**src/rtl/one_byte_uart_rx.sv**
```systemverilog
`default_nettype none
// ============================================================================
//  Module      : one_byte_uart_rx
//  Description : Single-byte UART receiver (8N1, LSB first, idle-high line).
//                Samples the asynchronous serial input at mid-bit, presents
//                one byte with a one-clock done strobe, and flags a framing
//                error when the stop bit samples low.
//  Optional    : `define UART_RX_PARITY_EN to add an even-parity bit between
//                the data bits and the stop bit, and the parity_err output.
//  Ports       : clk        - system clock, rising edge
//                rst_n      - asynchronous active-low reset
//                rx_in      - serial line, asynchronous to clk, idle high
//                rx_data    - last correctly framed byte (held)
//                rx_done    - one-clock pulse when rx_data is updated
//                frame_err  - one-clock pulse when the stop bit samples 0
//                parity_err - (parity build only) pulses with rx_done when
//                             data XOR parity is 1
//                busy       - high whenever the receiver is not idle
//  Revision    : 1.0 - initial release
// ============================================================================
module one_byte_uart_rx #(
    parameter int CLK_FREQ     = 50000000,
    parameter int BAUD_RATE    = 115200,
    parameter int CLKS_PER_BIT = CLK_FREQ / BAUD_RATE
) (
    input  logic       clk,
    input  logic       rst_n,
    input  logic       rx_in,
    output logic [7:0] rx_data,
    output logic       rx_done,
    output logic       frame_err,
`ifdef UART_RX_PARITY_EN
    output logic       parity_err,
`endif
    output logic       busy
);

    localparam logic [15:0] C_HALF_M1 = 16'(CLKS_PER_BIT / 2 - 1);
    localparam logic [15:0] C_FULL_M1 = 16'(CLKS_PER_BIT - 1);

    typedef enum logic [2:0] {
        S_IDLE   = 3'd0,
        S_START  = 3'd1,
        S_DATA   = 3'd2,
`ifdef UART_RX_PARITY_EN
        S_PARITY = 3'd4,
`endif
        S_STOP   = 3'd3
    } state_t;

    state_t      r_state;
    state_t      w_state_next;

    logic        r_sync1;
    logic        r_sync2;
    logic        r_prev;
    logic [15:0] r_baud_cnt;
    logic [2:0]  r_bit_cnt;
    logic [7:0]  r_shift;
    logic [7:0]  r_rx_data;
    logic        r_rx_done;
    logic        r_frame_err;

    logic        w_start_edge;
    logic        w_cnt_clr;
    logic        w_bit_tick;
    logic        w_stop_ok;
    logic        w_stop_bad;

    // r_sync2 is the synchronized line; r_prev is one clock older.
    assign w_start_edge = r_prev & ~r_sync2;

`ifdef UART_RX_PARITY_EN
    logic        r_par_bit;
    logic        r_parity_err;
    logic        w_par_tick;
`endif

    always_comb begin
        w_state_next = r_state;
        w_cnt_clr    = 1'b0;
        w_bit_tick   = 1'b0;
        w_stop_ok    = 1'b0;
        w_stop_bad   = 1'b0;
`ifdef UART_RX_PARITY_EN
        w_par_tick   = 1'b0;
`endif
        case (r_state)
            S_IDLE: begin
                if (w_start_edge) begin
                    w_state_next = S_START;
                    w_cnt_clr    = 1'b1;
                end
            end
            S_START: begin
                // Mid start bit: a high line here means the edge was a glitch.
                if (r_baud_cnt == C_HALF_M1) begin
                    w_cnt_clr    = 1'b1;
                    w_state_next = r_sync2 ? S_IDLE : S_DATA;
                end
            end
            S_DATA: begin
                if (r_baud_cnt == C_FULL_M1) begin
                    w_cnt_clr  = 1'b1;
                    w_bit_tick = 1'b1;
                    if (r_bit_cnt == 3'd7) begin
`ifdef UART_RX_PARITY_EN
                        w_state_next = S_PARITY;
`else
                        w_state_next = S_STOP;
`endif
                    end
                end
            end
`ifdef UART_RX_PARITY_EN
            S_PARITY: begin
                if (r_baud_cnt == C_FULL_M1) begin
                    w_cnt_clr    = 1'b1;
                    w_par_tick   = 1'b1;
                    w_state_next = S_STOP;
                end
            end
`endif
            S_STOP: begin
                // Leaving mid stop bit lets a back-to-back start edge be caught.
                if (r_baud_cnt == C_FULL_M1) begin
                    w_cnt_clr    = 1'b1;
                    w_state_next = S_IDLE;
                    w_stop_ok    = r_sync2;
                    w_stop_bad   = ~r_sync2;
                end
            end
            default: begin
                w_state_next = S_IDLE;
            end
        endcase
    end

    always_ff @(posedge clk or negedge rst_n) begin
        if (!rst_n) begin
            r_sync1     <= 1'b1;
            r_sync2     <= 1'b1;
            r_prev      <= 1'b1;
            r_state     <= S_IDLE;
            r_baud_cnt  <= '0;
            r_bit_cnt   <= '0;
            r_shift     <= '0;
            r_rx_data   <= '0;
            r_rx_done   <= 1'b0;
            r_frame_err <= 1'b0;
        end else begin
            r_sync1 <= rx_in;
            r_sync2 <= r_sync1;
            r_prev  <= r_sync2;
            r_state <= w_state_next;

            if (r_state == S_IDLE || w_cnt_clr) begin
                r_baud_cnt <= '0;
            end else begin
                r_baud_cnt <= r_baud_cnt + 16'd1;
            end

            if (r_state == S_IDLE) begin
                r_bit_cnt <= '0;
            end else if (w_bit_tick) begin
                r_bit_cnt <= r_bit_cnt + 3'd1;
            end

            if (w_bit_tick) begin
                r_shift[r_bit_cnt] <= r_sync2;
            end

            r_rx_done   <= w_stop_ok;
            r_frame_err <= w_stop_bad;
            if (w_stop_ok) begin
                r_rx_data <= r_shift;
            end
        end
    end

`ifdef UART_RX_PARITY_EN
    // Even parity: data bits XOR parity bit must be 0. Only reported on a
    // well-framed byte, so a framing error hides any parity complaint.
    always_ff @(posedge clk or negedge rst_n) begin
        if (!rst_n) begin
            r_par_bit    <= 1'b0;
            r_parity_err <= 1'b0;
        end else begin
            if (w_par_tick) begin
                r_par_bit <= r_sync2;
            end
            r_parity_err <= w_stop_ok & ((^r_shift) ^ r_par_bit);
        end
    end

    assign parity_err = r_parity_err;
`endif

    assign rx_data   = r_rx_data;
    assign rx_done   = r_rx_done;
    assign frame_err = r_frame_err;
    assign busy      = (r_state != S_IDLE);

endmodule
`default_nettype wire

```
**config.mk**
```make
export PLATFORM = sky130hd
export DESIGN_NAME = one_byte_uart_rx
export DESIGN_NICKNAME = d
export VERILOG_FILES = /design/src/rtl/one_byte_uart_rx.sv
export SDC_FILE = /design/constraint.sdc
export NUM_CORES = 1
export LEC_CHECK = 0
export ABC_CLOCK_PERIOD_IN_PS = 2300
export BUFFER_PORTS_ARGS = -buffer_cell sky130_fd_sc_hd__buf_2
export CORE_ASPECT_RATIO = 2
export CORE_MARGIN = 5
export CORE_UTILIZATION = 59
export CTS_CLUSTER_DIAMETER = 150
export DETAILED_ROUTE_END_ITERATION = 7
export PLACE_DENSITY_LB_ADDON = 0.2
export REMOVE_ABC_BUFFERS = 1
export SYNTH_ARGS = -nofsm -noshare
export SYNTH_HDL_FRONTEND = slang
export SYNTH_SLANG_ARGS = --single-unit
```
**constraint.sdc**
```tcl
create_clock -name clk -period 2.3 [get_ports clk]
set_input_delay 0.46 -clock clk [delete_from_list [all_inputs] [get_ports clk]]
set_output_delay 0.46 -clock clk [all_outputs]
set_load 0.02 [all_outputs]
```
Yosys cells after proc, flatten, opt, wreduce, memory -nomap -nowiden --
Index checks and enable logic that the tools add are counted.
Word-level totals: flip-flop bits (word level) 43, output and inout port bits 11
Operators by class: reductions and logical operators 7, order comparisons 2, bitwise logic cells 2, mux-type cells 22, equal/unequal tests 11, $add $sub $neg 2
Operator list (count):
- $mux 3 | 7
- $add 16x1->16 const B | 1
- $eq 16x8->1 const B | 1
- $eq 16x9->1 const B | 1
- $mux 16 | 1
- $pmux 3 s4 | 1
- $ne 2x2->1 const B | 5
- $mux 1 | 9
- $bwmux 8 | 1
- $eq 3x2->1 const B | 2
- $reduce_and 5->1 | 1
- $lt 3x4->1 const B | 1
- $add 3x1->3 const B | 1
- $demux 1 s3 | 1
- $eq 3x1->1 const B | 1
- $eq 3x3->1 const B | 1
- $ge 3x1->1 const B | 1
- $logic_not 3->1 | 1
- $pmux 1 s3 | 1
- $reduce_bool 3->1 | 1
- $mux 2 | 1
- $reduce_bool 2->1 | 1
- $reduce_or 2->1 | 1
- $and 1x1->1 | 1
- 3 further kinds | 3

Longest topological paths before layout --
depth after elaboration 6, mapped depth 7, mapped depth without buffers 6

Worst setup path after synthesis --
No wires, ideal clock.
kind flip-flop to flip-flop, from register r_baud_cnt[12], to register r_rx_data[0] (netlist: rx_data[0]), stages on the path, launching flop included 5, buffers on the path 0, setup slack 339 ps, period minus slack after synthesis 1961 ps, data required time 2175 ps, arrival 1837 ps, path through dfrtp_1 nor4_4 nand4_2 nor2_4 mux2_2
On the way: word-level cells in the longest chain between the ends 3
Ends and longest elaborated chain:
- start, declared | line 57 | logic [15:0] r_baud_cnt;
- start signal, assigned | line 160 | r_baud_cnt <= r_baud_cnt + 16'd1;
- $eq 16x9->1 | line 126 | if (r_baud_cnt == C_FULL_M1) begin
- $mux 1 | line 126
- $mux 1 | line 88 | case (r_state)
- end signal, assigned | line 176 | r_rx_data <= r_shift;
- end, declared | line 60 | logic [7:0] r_rx_data;
Every way passes these cells. A chain may end at the register's enable or synchronous reset.

Worst setup path in the final report --
from register r_baud_cnt[1], to register r_shift[0]
On the way: word-level cells in the longest chain between the ends 3
Ends and longest elaborated chain:
- $eq 16x9->1 | line 103 | if (r_baud_cnt == C_FULL_M1) begin
- $mux 1 | line 103
- $mux 1 | line 88
- end signal, assigned by index | line 170 | r_shift[r_bit_cnt] <= r_sync2;
- end, declared | line 59 | logic [7:0] r_shift;
Every way passes these cells.

==> results_dict.tcl <==
set metrics [dict create \
    status "completed" \
    clock_sinks 42 \
    combPwrFrac 0.137 \
    dr.pass1.iters 4 \
    synth_fa_ha_area_frac 0.0308 \
    fin_setup_tns_ns 0 \
    ys_top_cells_by_count "dfrtp_1, nor2_1, mux2_2, nand3_1" \
    fill_cells 258 \
    r2r_slack_ns 0.26 \
    async_flop_share 1.00 \
    dieArea_mm2 0.00478 \
    yosysMostFrequentCell "dfrtp_1" \
    totalPowerFinal_mw 1.70 \
    startpoint "r_baud_cnt[1]" \
    netlist.area_leader.share 0.481 \
    grt_overflow 0 \
    synth-simple-area-share 0.245 \
    synth-seq-area-share 0.520 \
    io_buffers 13 \
    final.setup_skew_ns 0.00749 \
    postSynthCellCount 183 \
    slew_headroom 0.748 \
    rows 30 \
    crit_buf_inv 1 \
    crit_slowest_cell "or4b_1" \
    worstSetupStartpointType "flop" \
    initial_utilization 0.601 \
    numCtsBuffers 5 \
    route.detailed.drc 0 \
    yosysWarnings 0 \
    worst_skew_pair.late_latency_ns 0.29 \
    synth_xor_area_frac 0.0604 \
    pwr-share-clk 0.330 \
    die_y_um 92.9 \
    fin_nets 214 \
    cts_hold_buf 0 \
    cts_root_buffer "clkbuf_8" \
    crit_arrival_ns 2.22 \
    period_needed_ns 2.04 \
    grt_max_degree 22 \
    clk_pin_slew_worst_paths_ns 0.08 \
    n_antenna_cell 0 \
    gp_congestion 0.900 \
    area_delta_synth_final_pct 12.6 \
    ant_nets 0 \
    ctsResizeCount 0 \
    fin_crit_sh 0.888 \
    setup_violations 0 \
    post_cts_buffers 0 \
    synth_edf_count 0 \
    num_vias 1437 \
    drt-initial-drc-count 29 \
    core-area_mm2 0.00338 \
    wl_per_cell_um 16.7 \
    maxSlewViolCount 0 \
    hpwl_um 3080 \
    power_density_mw_per_mm2 746 \
    crit_chain "inv_1 -> ha_1 -> and3_1 -> and4b_1 -> or4b_1 -> mux2_1" \
    ys_types 37 \
    worstMarginPinSlew_ns 0.375 \
    cts_tree "done" \
    fmax_ghz 0.490 \
    synth.avg_cell_area_um2 11.1 \
    ys_ff_latch 42 \
    synth_ff_type "dfrtp_1" \
    drive_gt1_frac 0.261 \
    rsz0062_at_grt "false" \
    synthesis.area_mm2 0.00203 \
    io_pins 14 \
    dieWidth_um 51.5 \
    cts.htree.levels 2 \
    critical_path_class "reg -> reg" \
    peakVddDrop_mv 0.626 \
    p_switching_mw 0.469 \
    critical_path.top_delay_family "simple AND/OR/NAND/NOR gates" \
    grt_pass1_wl_um 6840 \
    grt_pass1_vias 1525 \
    max_stage_delay_ns 0.45 \
    synth_area_leader_cell "dfrtp_1" \
    p_int_mw 1.24 \
    path_max_fanout 4 \
    crit_cells 6 \
    ff_latch_area_mm2 0.00105 \
    multi_input_area_um2 933 \
    worstRegToRegCells 6 \
    required_ns 2.48 \
    wirelength_um 3990 \
    p_sw_frac 0.275 \
    hp-class "in -> async" \
    seqPwrFrac 0.533 \
    synth_compound_area_frac 0.0345 \
    synth_area_leaders "dfrtp_1, mux2_2, xnor2_1" \
    clock_path_buffers 2 \
    reg2reg_from "r_baud_cnt[1]" \
    viasPerCell 6.01 \
    p_leak_nw 1.06 \
    drv_cap 0 \
    hold_viol_final 0 \
    synthMuxAreaShare 0.0888 \
    antenna_found_initial 0 \
    grt.total_usage 0.194 \
    synth_top_family_by_area "simple AND/OR/NAND/NOR gates" \
    worstSetupEndpointType "flop" \
]
-- layer usage --
| metal | GRT usage | up-vias | wire length, um |
|---|---|---|---|
| met5 | 0 | - | 0 |
| met4 | 0.116 | 0 | 149 |
| met3 | 0.0403 | 12 | 81 |
| met2 | 0.347 | 26 | 2280 |
| met1 | 0.196 | 705 | 1480 |
| li1 | - | 694 | - |
-- cells in the final DEF (no fill, tap or decap), drive strengths merged, types with 2 or more instances in the layout --
cell     n
nor2b    3
clkbuf   6
nand3   13
nand4    8
xnor2   12
dfrtp   39
nand2   12
dfstp    3
nand2b   3
o211ai   3
and3     3
mux2    16
buf     22
xor2     2
a21oi    2
nor3     5
ha       5
nor4     8
inv      4
nor2    24
-- power groups by stage --
stage	Sequential [mW]	Clock [mW]	Combinational, mW
after detailed placement	0.923	0	0.231
after global routing	0.922	0.623	0.266
after global placement	0.915	0	0.224
after CTS	0.908	0.583	0.236
final	0.909	0.563	0.233
after floorplan	0.892	0	0.170
-- final cells by class --
| cell class | count | area share |
|---|---|---|
| sequential | 42 | 0.461 |
| multi-input combinational | 131 | 0.408 |
| timing repair buffer | 22 | 0.0580 |
| clock buffer | 6 | 0.0317 |
| tap | 32 | 0.0175 |
| clock inverter | 2 | 0.0164 |
| inverter | 4 | 0.00657 |
-- sequential cells by signal, summed over array words and instances, names as in the netlist --
register and count:
frame_err 1, r_baud_cnt 16, r_bit_cnt 3, r_prev 1
r_shift 8, r_state 2, r_sync1 1, r_sync2 1
rx_data 8, rx_done 1
-- worst paths after layout --
check | end
worst max-delay path | r_shift[0]
worst min-delay path | rx_done
worst max register to register | r_shift[0]
worst min register to register | r_sync2
max in group asynchronous | r_prev
min in group clk | r_sync1
-- cell families (layout without fill, tap and decap cells) --
kind of cell               after synthesis  in the layout
and+or+nand+nor                         87             87
DFF                                     42             42
muxes                                   16             16
xor gates and xnor gates                14             14
buffers and inverters                   10             34
AOI/OAI and AO/OA                        9              9
adders and majority gates                5              5
-- per-stage QoR --
stage	instance area [um^2]	setup WS, ns	util	instances	hold WS [ns]
2_1_floorplan	2000	0.339	-	177	0.164
3_3_place_gp	2180	0.340	0.644	231	0.347
3_5_place_dp	2180	0.272	0.644	231	0.349
4_1_cts	2290	0.258	0.677	239	0.136
5_1_grt	2290	0.112	0.677	239	0.149
6_report	2290	0.259	0.677	239	0.134
Note: power is estimated with default switching activity, not from simulation.
